**config.mk**
```make
export PLATFORM = sky130hd
export DESIGN_NAME = dca_matrix_lsu_rdata_collector
export DESIGN_NICKNAME = d
export VERILOG_FILES = /design/src/rtl/dca_matrix_lsu_rdata_collector.sv
export SDC_FILE = /design/constraint.sdc
export NUM_CORES = 1
export LEC_CHECK = 0
export ABC_AREA = 1
export BUFFER_PORTS_ARGS = -buffer_cell sky130_fd_sc_hd__buf_4
export CAP_MARGIN = 40
export CORE_MARGIN = 2
export CORE_UTILIZATION = 25
export DETAILED_ROUTE_END_ITERATION = 8
export REMOVE_ABC_BUFFERS = 1
export SETUP_SLACK_MARGIN = 0.5
export SLEW_MARGIN = 15
export SYNTH_ARGS = -nofsm -noshare
export SYNTH_HDL_FRONTEND = slang
export SYNTH_SLANG_ARGS = --single-unit
export TNS_END_PERCENT = 20
```
**constraint.sdc**
```tcl
create_clock -name clk -period 2.65 [get_ports clk]
set_input_delay 0.53 -clock clk [delete_from_list [all_inputs] [get_ports clk]]
set_output_delay 0.53 -clock clk [all_outputs]
set_load 0.01 [all_outputs]
```
**src/rtl/dca_matrix_lsu_rdata_collector.sv**
```systemverilog
// dca_matrix_lsu_rdata_collector
//
// Read-data end of the DCA matrix LSU read path. Txn info {alen, is_last} is
// queued when the request side issues each AR. The block then consumes the
// R beats of each burst in order and counts them against the expected length.
// It forwards each beat through a one-entry output register, with txn-last and
// matrix-last flags attached. It pulses done one cycle after the matrix-last
// word is accepted.
//
// Optional build macro: DCA_RDATA_COLLECTOR_CHECK_EN
//   When defined, error becomes a sticky flag. It is set by an accepted beat
//   with a non-OKAY rresp, or by an accepted beat whose rlast disagrees with
//   the beat counter. When undefined, error is tied low and rlast/rresp are
//   ignored.
//
// Ports
//   clk, rst           clock, synchronous active-high reset
//   clear              synchronous soft clear (flush queue, FSM idle, error 0)
//   txn_valid/ready    txn info push; ready = queue not full
//   txn_alen           expected beats-1 of the burst
//   txn_is_last        burst is the last of the matrix load
//   rvalid/rready      AXI R handshake
//   rdata/rlast/rresp  AXI R payload
//   out_valid/ready    output word handshake
//   out_data           output word
//   out_txn_last       word is the final beat of its txn
//   out_matrix_last    word is the final beat of the matrix load
//   busy               queue non-empty, FSM not idle, or output held
//   done               one-cycle pulse after the matrix-last word is accepted
//   error              sticky check flag (see macro above)
//
// state | meaning
// IDLE  | no txn in progress, waiting for queued txn info
// LOAD  | head txn latched into cur_alen/cur_last; R beats stalled
// RECV  | accepting R beats of the current burst

module dca_matrix_lsu_rdata_collector #(
   parameter int BW_AXI_DATA    = 32,
   parameter int BW_AXI_ALEN    = 8,
   parameter int TXN_FIFO_DEPTH = 4
) (
   input  logic                   clk,
   input  logic                   rst,
   input  logic                   clear,
   input  logic                   txn_valid,
   output logic                   txn_ready,
   input  logic [BW_AXI_ALEN-1:0] txn_alen,
   input  logic                   txn_is_last,
   input  logic                   rvalid,
   output logic                   rready,
   input  logic [BW_AXI_DATA-1:0] rdata,
   input  logic                   rlast,
   input  logic [1:0]             rresp,
   output logic                   out_valid,
   input  logic                   out_ready,
   output logic [BW_AXI_DATA-1:0] out_data,
   output logic                   out_txn_last,
   output logic                   out_matrix_last,
   output logic                   busy,
   output logic                   done,
   output logic                   error
);

   localparam int PTR_W = (TXN_FIFO_DEPTH > 1) ? $clog2(TXN_FIFO_DEPTH) : 1;
   localparam int CNT_W = PTR_W + 1;
   localparam int ENT_W = BW_AXI_ALEN + 1;

   typedef enum logic [1:0] {
      IDLE = 2'd0,
      LOAD = 2'd1,
      RECV = 2'd2
   } state_t;

   state_t state, state_nxt;

   logic [ENT_W-1:0]       fifo_mem [TXN_FIFO_DEPTH];
   logic [PTR_W-1:0]       wr_ptr, rd_ptr;
   logic [CNT_W-1:0]       fifo_cnt;
   logic                   fifo_empty, fifo_full;
   logic                   push, pop;

   logic [BW_AXI_ALEN-1:0] cur_alen;
   logic                   cur_last;
   // One bit wider than alen so a 2^BW_AXI_ALEN-beat burst never wraps early.
   logic [BW_AXI_ALEN:0]   beat_cnt;
   logic                   beat_fire;
   logic                   beat_is_last;

   assign fifo_empty = (fifo_cnt == '0);
   assign fifo_full  = (fifo_cnt == CNT_W'(TXN_FIFO_DEPTH));
   assign txn_ready  = !fifo_full;
   assign push       = txn_valid & txn_ready;

   assign rready       = (state == RECV) & (!out_valid | out_ready);
   assign beat_fire    = rvalid & rready;
   assign beat_is_last = (beat_cnt == {1'b0, cur_alen});

   assign busy = !fifo_empty | (state != IDLE) | out_valid;

   always_comb begin
      state_nxt = state;
      pop       = 1'b0;
      case (state)
         IDLE: begin
            if (!fifo_empty) begin
               pop       = 1'b1;
               state_nxt = LOAD;
            end
         end
         LOAD: state_nxt = RECV;
         RECV: begin
            if (beat_fire && beat_is_last) begin
               if (!fifo_empty) begin
                  pop       = 1'b1;
                  state_nxt = LOAD;
               end else begin
                  state_nxt = IDLE;
               end
            end
         end
         default: state_nxt = IDLE;
      endcase
   end

   always_ff @(posedge clk) begin
      if (push) begin
         fifo_mem[wr_ptr] <= {txn_alen, txn_is_last};
      end
   end

   always_ff @(posedge clk) begin
      if (rst || clear) begin
         state           <= IDLE;
         wr_ptr          <= '0;
         rd_ptr          <= '0;
         fifo_cnt        <= '0;
         cur_alen        <= '0;
         cur_last        <= 1'b0;
         beat_cnt        <= '0;
         out_valid       <= 1'b0;
         out_data        <= '0;
         out_txn_last    <= 1'b0;
         out_matrix_last <= 1'b0;
         done            <= 1'b0;
      end else begin
         state <= state_nxt;

         if (push) wr_ptr <= wr_ptr + 1'b1;
         if (pop)  rd_ptr <= rd_ptr + 1'b1;
         case ({push, pop})
            2'b10:   fifo_cnt <= fifo_cnt + 1'b1;
            2'b01:   fifo_cnt <= fifo_cnt - 1'b1;
            default: fifo_cnt <= fifo_cnt;
         endcase

         if (pop) begin
            {cur_alen, cur_last} <= fifo_mem[rd_ptr];
            beat_cnt             <= '0;
         end else if (beat_fire) begin
            beat_cnt <= beat_cnt + 1'b1;
         end

         // A new beat reloads the register even while the old word is being
         // accepted, so the output never bubbles within a burst.
         if (beat_fire) begin
            out_valid       <= 1'b1;
            out_data        <= rdata;
            out_txn_last    <= beat_is_last;
            out_matrix_last <= beat_is_last & cur_last;
         end else if (out_valid && out_ready) begin
            out_valid       <= 1'b0;
            out_txn_last    <= 1'b0;
            out_matrix_last <= 1'b0;
         end

         done <= out_valid & out_ready & out_matrix_last;
      end
   end

`ifdef DCA_RDATA_COLLECTOR_CHECK_EN
   always_ff @(posedge clk) begin
      if (rst || clear) begin
         error <= 1'b0;
      end else if (beat_fire && ((rresp != 2'b00) || (rlast != beat_is_last))) begin
         error <= 1'b1;
      end
   end
`else
   logic unused_chk;
   assign unused_chk = ^{rlast, rresp};
   assign error      = 1'b0;
`endif

endmodule

```
Word level (Yosys, flattened, before mapping)

Memories as Yosys holds them, arrays and structs flattened. A register that Yosys moved wholly into a read port is not among the register bits.
Index checks and enable logic that the tools add are counted.

Add/sub/neg operators: 5
Equal/unequal tests: 8
Muxes and demuxes: 14
Bitwise gates (word level): 9
Reductions and logical operators: 13

Operators with widths:

| kind                                                | count |
|---|---|
| adder 9 x 1 -> 9 bit, second input constant         | 1 |
| equality test 9 x 8 -> 1 bit                        | 1 |
| two-way mux 1 bit                                   | 9 |
| AND 1 bit                                           | 6 |
| one-hot mux 2 bit (3 select lines)                  | 1 |
| one-hot mux 3 bit (2 select lines)                  | 1 |
| nonzero test 2 bit                                  | 3 |
| adder 2 x 1 -> 2 bit, second input constant         | 2 |
| equality test 2 x 1 -> 1 bit, second input constant | 2 |
| equality test 2 bit, second input constant          | 2 |
| two-way mux 2 bit                                   | 2 |
| adder 3 x 1 -> 3 bit, second input constant         | 1 |
| equality test 3 bit, second input constant          | 1 |
| zero test 1 bit                                     | 3 |
| zero test 3 bit                                     | 1 |
| OR 1 bit                                            | 3 |
| subtractor 3 x 1 -> 3 bit, second input constant    | 1 |
| logical AND 1 bit                                   | 2 |
| zero test 2 bit                                     | 1 |
| != test 2 x 1 -> 1 bit, second input constant       | 1 |
| != test 2 bit, second input constant                | 1 |
| one-hot mux 1 bit (2 select lines)                  | 1 |
| AND reduction 2 bit                                 | 1 |
| OR reduction 2 bit                                  | 1 |
| logical OR 1 bit                                    | 1 |

Register bits: 54
Bits in writable memories: 36
Input bits: 50
Memories kept: 1

Memories:

| name     | depth | width | read ports | clocked after memory_dff | write ports | line | source |
|---|---|---|---|---|---|---|---|
| fifo_mem | 4     | 9     | 1          | 1                        | 1           | 76   | `logic [ENT_W-1:0] fifo_mem [TXN_FIFO_DEPTH];` |

Depth between registers and ports, before layout

Depth in word-level cells: 9
Gate-level depth with buffers: 17
Mapped depth without buffers: 17

Worst setup path before layout

No wires, ideal clock.

Kind: input port to flip-flop
Start: input port out_ready
End: register fifo_cnt[2]
Library setup time: 0.122 ns
Arrival time: 2.217 ns
Required time: 2.528 ns
Slack: 0.311 ns
Cell stages on the path: 15
Buffers on the path: 0
Cells stage by stage: inv_1 > nand2_1 > nand3_2 > nor2_2 > nand3_2 > nand2_2 > nand2_4 > inv_1 > ha_1 > inv_1 > fa_1 > a21oi_1 > o21ai_0 > o21ai_0 > a21oi_1

Cells in the longest elaborated chain, start to end: 8
Elaborated cells between the ends (all ways): 10

RTL lines:

| element                                                                  | line | source |
|---|---|---|
| from (decl)                                                              | 55   | `input logic out_ready,` |
| OR 1 bit *                                                               | 94   | `assign rready = (state == RECV) & (!out_valid \| out_ready);` |
| AND 1 bit *                                                              | 94   |  |
| AND 1 bit *                                                              | 95   | `assign beat_fire = rvalid & rready;` |
| logical AND 1 bit *                                                      | 112  | `if (beat_fire && beat_is_last) begin` |
| two-way mux 1 bit *                                                      | 112  |  |
| one-hot mux 1 bit (2 select lines) *                                     | 103  | `case (state)` |
| net pop                                                                  | 80   | `logic push, pop;` |
| equality test 2 x 1 -> 1 bit or equality test 2 bit (tied branches)      | 150  | `case ({push, pop})` |
| one-hot mux 3 bit (2 select lines) or nonzero test 2 bit (tied branches) | -    |  |
| to (signal assigned)                                                     | 151  | `2'b10: fifo_cnt <= fifo_cnt + 1'b1;` |
| to (signal assigned)                                                     | 152  | `2'b01: fifo_cnt <= fifo_cnt - 1'b1;` |
| to (signal assigned)                                                     | 153  | `default: fifo_cnt <= fifo_cnt;` |
| to (decl)                                                                | 78   | `logic [CNT_W-1:0] fifo_cnt;` |

The timed path passes the listed nets; every way through them passes the cells marked *.
A chain may end at the register's enable or synchronous reset.

Worst setup path after layout

Start: register state[1]
End: register fifo_cnt[2]

Cells in the longest elaborated chain, start to end: 8
Elaborated cells between the ends (all ways): 11

RTL lines:

| element                                                                  | line    | source |
|---|---|---|
| from (decl)                                                              | 74      | `state_t state, state_nxt;` |
| from (signal assigned)                                                   | 146     | `state <= state_nxt;` |
| equality test 2 bit                                                      | 94, 103 |  |
| AND 1 bit                                                                | 94      |  |
| AND 1 bit                                                                | 95      |  |
| logical AND 1 bit                                                        | 112     |  |
| two-way mux 1 bit                                                        | 112     |  |
| one-hot mux 1 bit (2 select lines) *                                     | 103     |  |
| net pop                                                                  | 80      |  |
| equality test 2 x 1 -> 1 bit or equality test 2 bit (tied branches)      | 150     |  |
| one-hot mux 3 bit (2 select lines) or nonzero test 2 bit (tied branches) | -       |  |

Marked as above.

==> run summary <==
CP max FO - 3
Via-to-Cell Ratio - 4.197
net count reported at finish - 599
Num Clock Sinks - 99
clock tree from TritonCTS - yes
hold_buf cts - 0
sequential element share of the synthesized area - 57.99%
total power divided by cell area - 597.5 nW/um2
CTS root buffer - sky130_fd_sc_hd__clkbuf_16
total CTS buffers - 9
critical setup path kind - reg2reg
vertical die dimension - 131.1 um
Final Hold Viols - 0
number of core rows - 46
delay of the slowest critical-path stage - 0.36 ns
wire length of the first global-routing pass - 14430 um
kind of end point of the critical path - flip-flop
# setup viols final - 0
leading cell type in the layout, fill and taps excluded - sky130_fd_sc_hd__nand2_1
layout filler cell count - 1625
violation count after the first detailed-routing iteration - 136
initial cell density of the core - 25.52%
worst endpoint data arrival time - 2.36 ns
average wire per standard cell - 11.26 um
clock slew at reported path FFs - 0.07 ns
vias in the first global route - 3108
post-placement cell area - 4930 um2
count of inserted antenna diode cells - 0
aggregate routed wire length - 8594 um
die footprint - 17190 um2
insertion delay of the later-clocked pin in the worst-skew pair - 0.35 ns
proportion of netlist area held by the largest area contributor - 31.23%
path class of the lowest-slack min-delay path - in2reg
number of warnings reported in the yosys synthesis log - 0
flop and latch count out of synthesis - 99
via count - 3202
cell type contributing the most total cell area after synthesis - sky130_fd_sc_hd__dfxtp_1
leading cell types in the layout, fill and taps excluded - sky130_fd_sc_hd__nand2_1, sky130_fd_sc_hd__buf_4, sky130_fd_sc_hd__a21oi_1
area delta synth->final - 33.02%
startpoint class of the critical path - flip-flop
total gr overflow - 0
Final Total Pwr - 3210 uW
LEAKAGE - 0.002072 uW
worst-case clock skew - 0.009506 ns
Final Core Density - 33.94%
number of slew-limit violations in the final report - 0
top achievable clock speed - 0.4712 GHz
CP required - 2.89 ns
layout cells sized above 1 - 29.62%
result of the run - finished, final reports clean
number of antenna-violating nets in the routed design - 0
Critical Path, Cell by Cell - inv_2 -> nor2_4 -> nand3_2 -> nor2_4 -> nand3_4 -> nand2_4 -> nand2_4 -> inv_4 -> ha_4 -> inv_4 -> fa_2 -> a21oi_2 -> o21ai_2 -> o21ai_1 -> a21oi_1
Slew @ Worst Pin - 0.7243 ns
antenna violations before repair - 0
All-Layer GR Usage - 10.31%
Ports - 90
number of library cell types mapped by synthesis - 29
cell area after synthesis - 4039 um2
count of input and output buffers - 85
maximum number of pins on one net before global-route repair - 40
largest vdd supply drop - 0.4726 mV
final HPWL from detailed placement - 5952 um
Chip Width - 131.1 um
post-route cell area - 5373 um2
synthesized instance count - 448
slowest stage cell, crit path - sky130_fd_sc_hd__dfxtp_2
CTS Buffer Depth - 2
mean instance size in the synthesized netlist - 9.015 um2
most area-consuming cells after synthesis - sky130_fd_sc_hd__dfxtp_1, sky130_fd_sc_hd__edfxtp_1, sky130_fd_sc_hd__nand2_1, sky130_fd_sc_hd__a21oi_1, sky130_fd_sc_hd__inv_1
max-slew headroom at the worst pin - 51.65%
Final period util - 80.08%
RSZ-0062 raised after global routing - true
# Max-Cap Violations - 0
Tmin final - 2.122 ns
level count of the clock H-tree - 3
weighted congestion at the end of routability-driven global placement - 0.7753
number of DRC violations after detailed routing - 0
core area - 15830 um2
length of the first detailed-routing pass in iterations - 4
[where the power goes]
group / internal [uW] / total [uW] / switching, uW
Combinational: 114 / 264 / 150
Clock: 744 / 1330 / 584
Sequential: 1600 / 1620 / 14.6
Total: 2460 / 3210 / 748
[timing repair]
action,CTS,global route
setup buffers,2,5
endpoints found under the setup margin,2,2
gates resized for setup,16,19
pin swaps,4,10
[logic make-up after synthesis]
| family | Yosys count | share of synthesized area (%) |
|---|---|---|
| xor gates and xnor gates | 7 | 1.518 |
| AOI/OAI and AO/OA | 73 | 9.944 |
| buffers and inverters | 58 | 5.917 |
| other | 1 | 0.09285 |
| DFF | 99 | 57.99 |
| and+or+nand+nor | 203 | 22.18 |
| adders and majority gates | 7 | 2.354 |
[worst max-delay path: cells and delay by family, from the launching register on]
family                   cells  cell delay [ns]
AND/OR/NAND/NOR              6             0.62
adder cells (fa/ha/maj)      2             0.49
AO/OA/AOI/OAI                4             0.39
flip-flops                   1             0.36
buffers and inverters        3             0.17
[cells in the mapped netlist, drive strengths merged]
cell    count
a21oi      54
a32oi       9
buf        12
clkbuf      7
clkinv      1
conb        1
dfxtp      63
edfxtp     36
fa          1
ha          6
inv        38
nand2     149
nand3      23
nand4       2
nor2       28
nor3        1
o21a        1
o21ai       9
xor2        7
[per-stage QoR]
| stage | setup TNS (ns) | hold slack (ns) | setup WS, ns | std cells |
|---|---|---|---|---|
| final | 0 | 0.3774 | 0.5279 | 763 |
| after global routing | 0 | 0.3621 | 0.3655 | 763 |
| after detailed placement | 0 | 0.4571 | 0.1483 | 740 |
| after floorplan | -0.3901 | 0.4445 | -0.2435 | 429 |
| after global placement | 0 | 0.4525 | 0.1353 | 740 |
| after CTS | 0 | 0.3570 | 0.5015 | 758 |
[state kept, by name, summed over array words and instances, names as in the netlist, 2 cells and up]
register / cells
fifo_mem: 36
out_data: 32
beat_cnt: 9
cur_alen: 8
fifo_cnt: 3
rd_ptr: 2
state: 2
wr_ptr: 2
[routing by layer]
metal / up-vias / track usage (%) / routed length (um)
li1: 1648 / - / -
met1: 1468 / 11.45 / 3751
met2: 86 / 18.01 / 4306
met3: 0 / 4.051 / 535
met4: 0 / 3.502 / 0
met5: - / 0 / 0
[final cells by class]
cell class	count	area (um2)	share of cell area, %
Timing Repair Buffer	102	765.7	14.25
Clock buffer	9	225.2	4.192
Multi-Input combinational cell	291	1518	28.25
Inverter	39	151.4	2.818
Sequential cell	99	2361	43.94
Clock inverter	7	81.33	1.514
Tap cell	216	270.3	5.030
[final timing paths]
path / start / endpoint / slack [ns] / cells after the start
min reg2reg: cur_alen[5]$_SDFFE_PP0P_ / cur_alen[5]$_SDFFE_PP0P_ / 0.46 / 2
min: txn_alen[4] / fifo_mem[0][5]$_DFFE_PP_ / 0.38 / 1
max reg2reg: state[1]$_SDFFE_PP0P_ / fifo_cnt[2]$_SDFFE_PP0P_ / 0.53 / 15
max: state[1]$_SDFFE_PP0P_ / fifo_cnt[2]$_SDFFE_PP0P_ / 0.53 / 15
(Power assumes the default switching activity.)
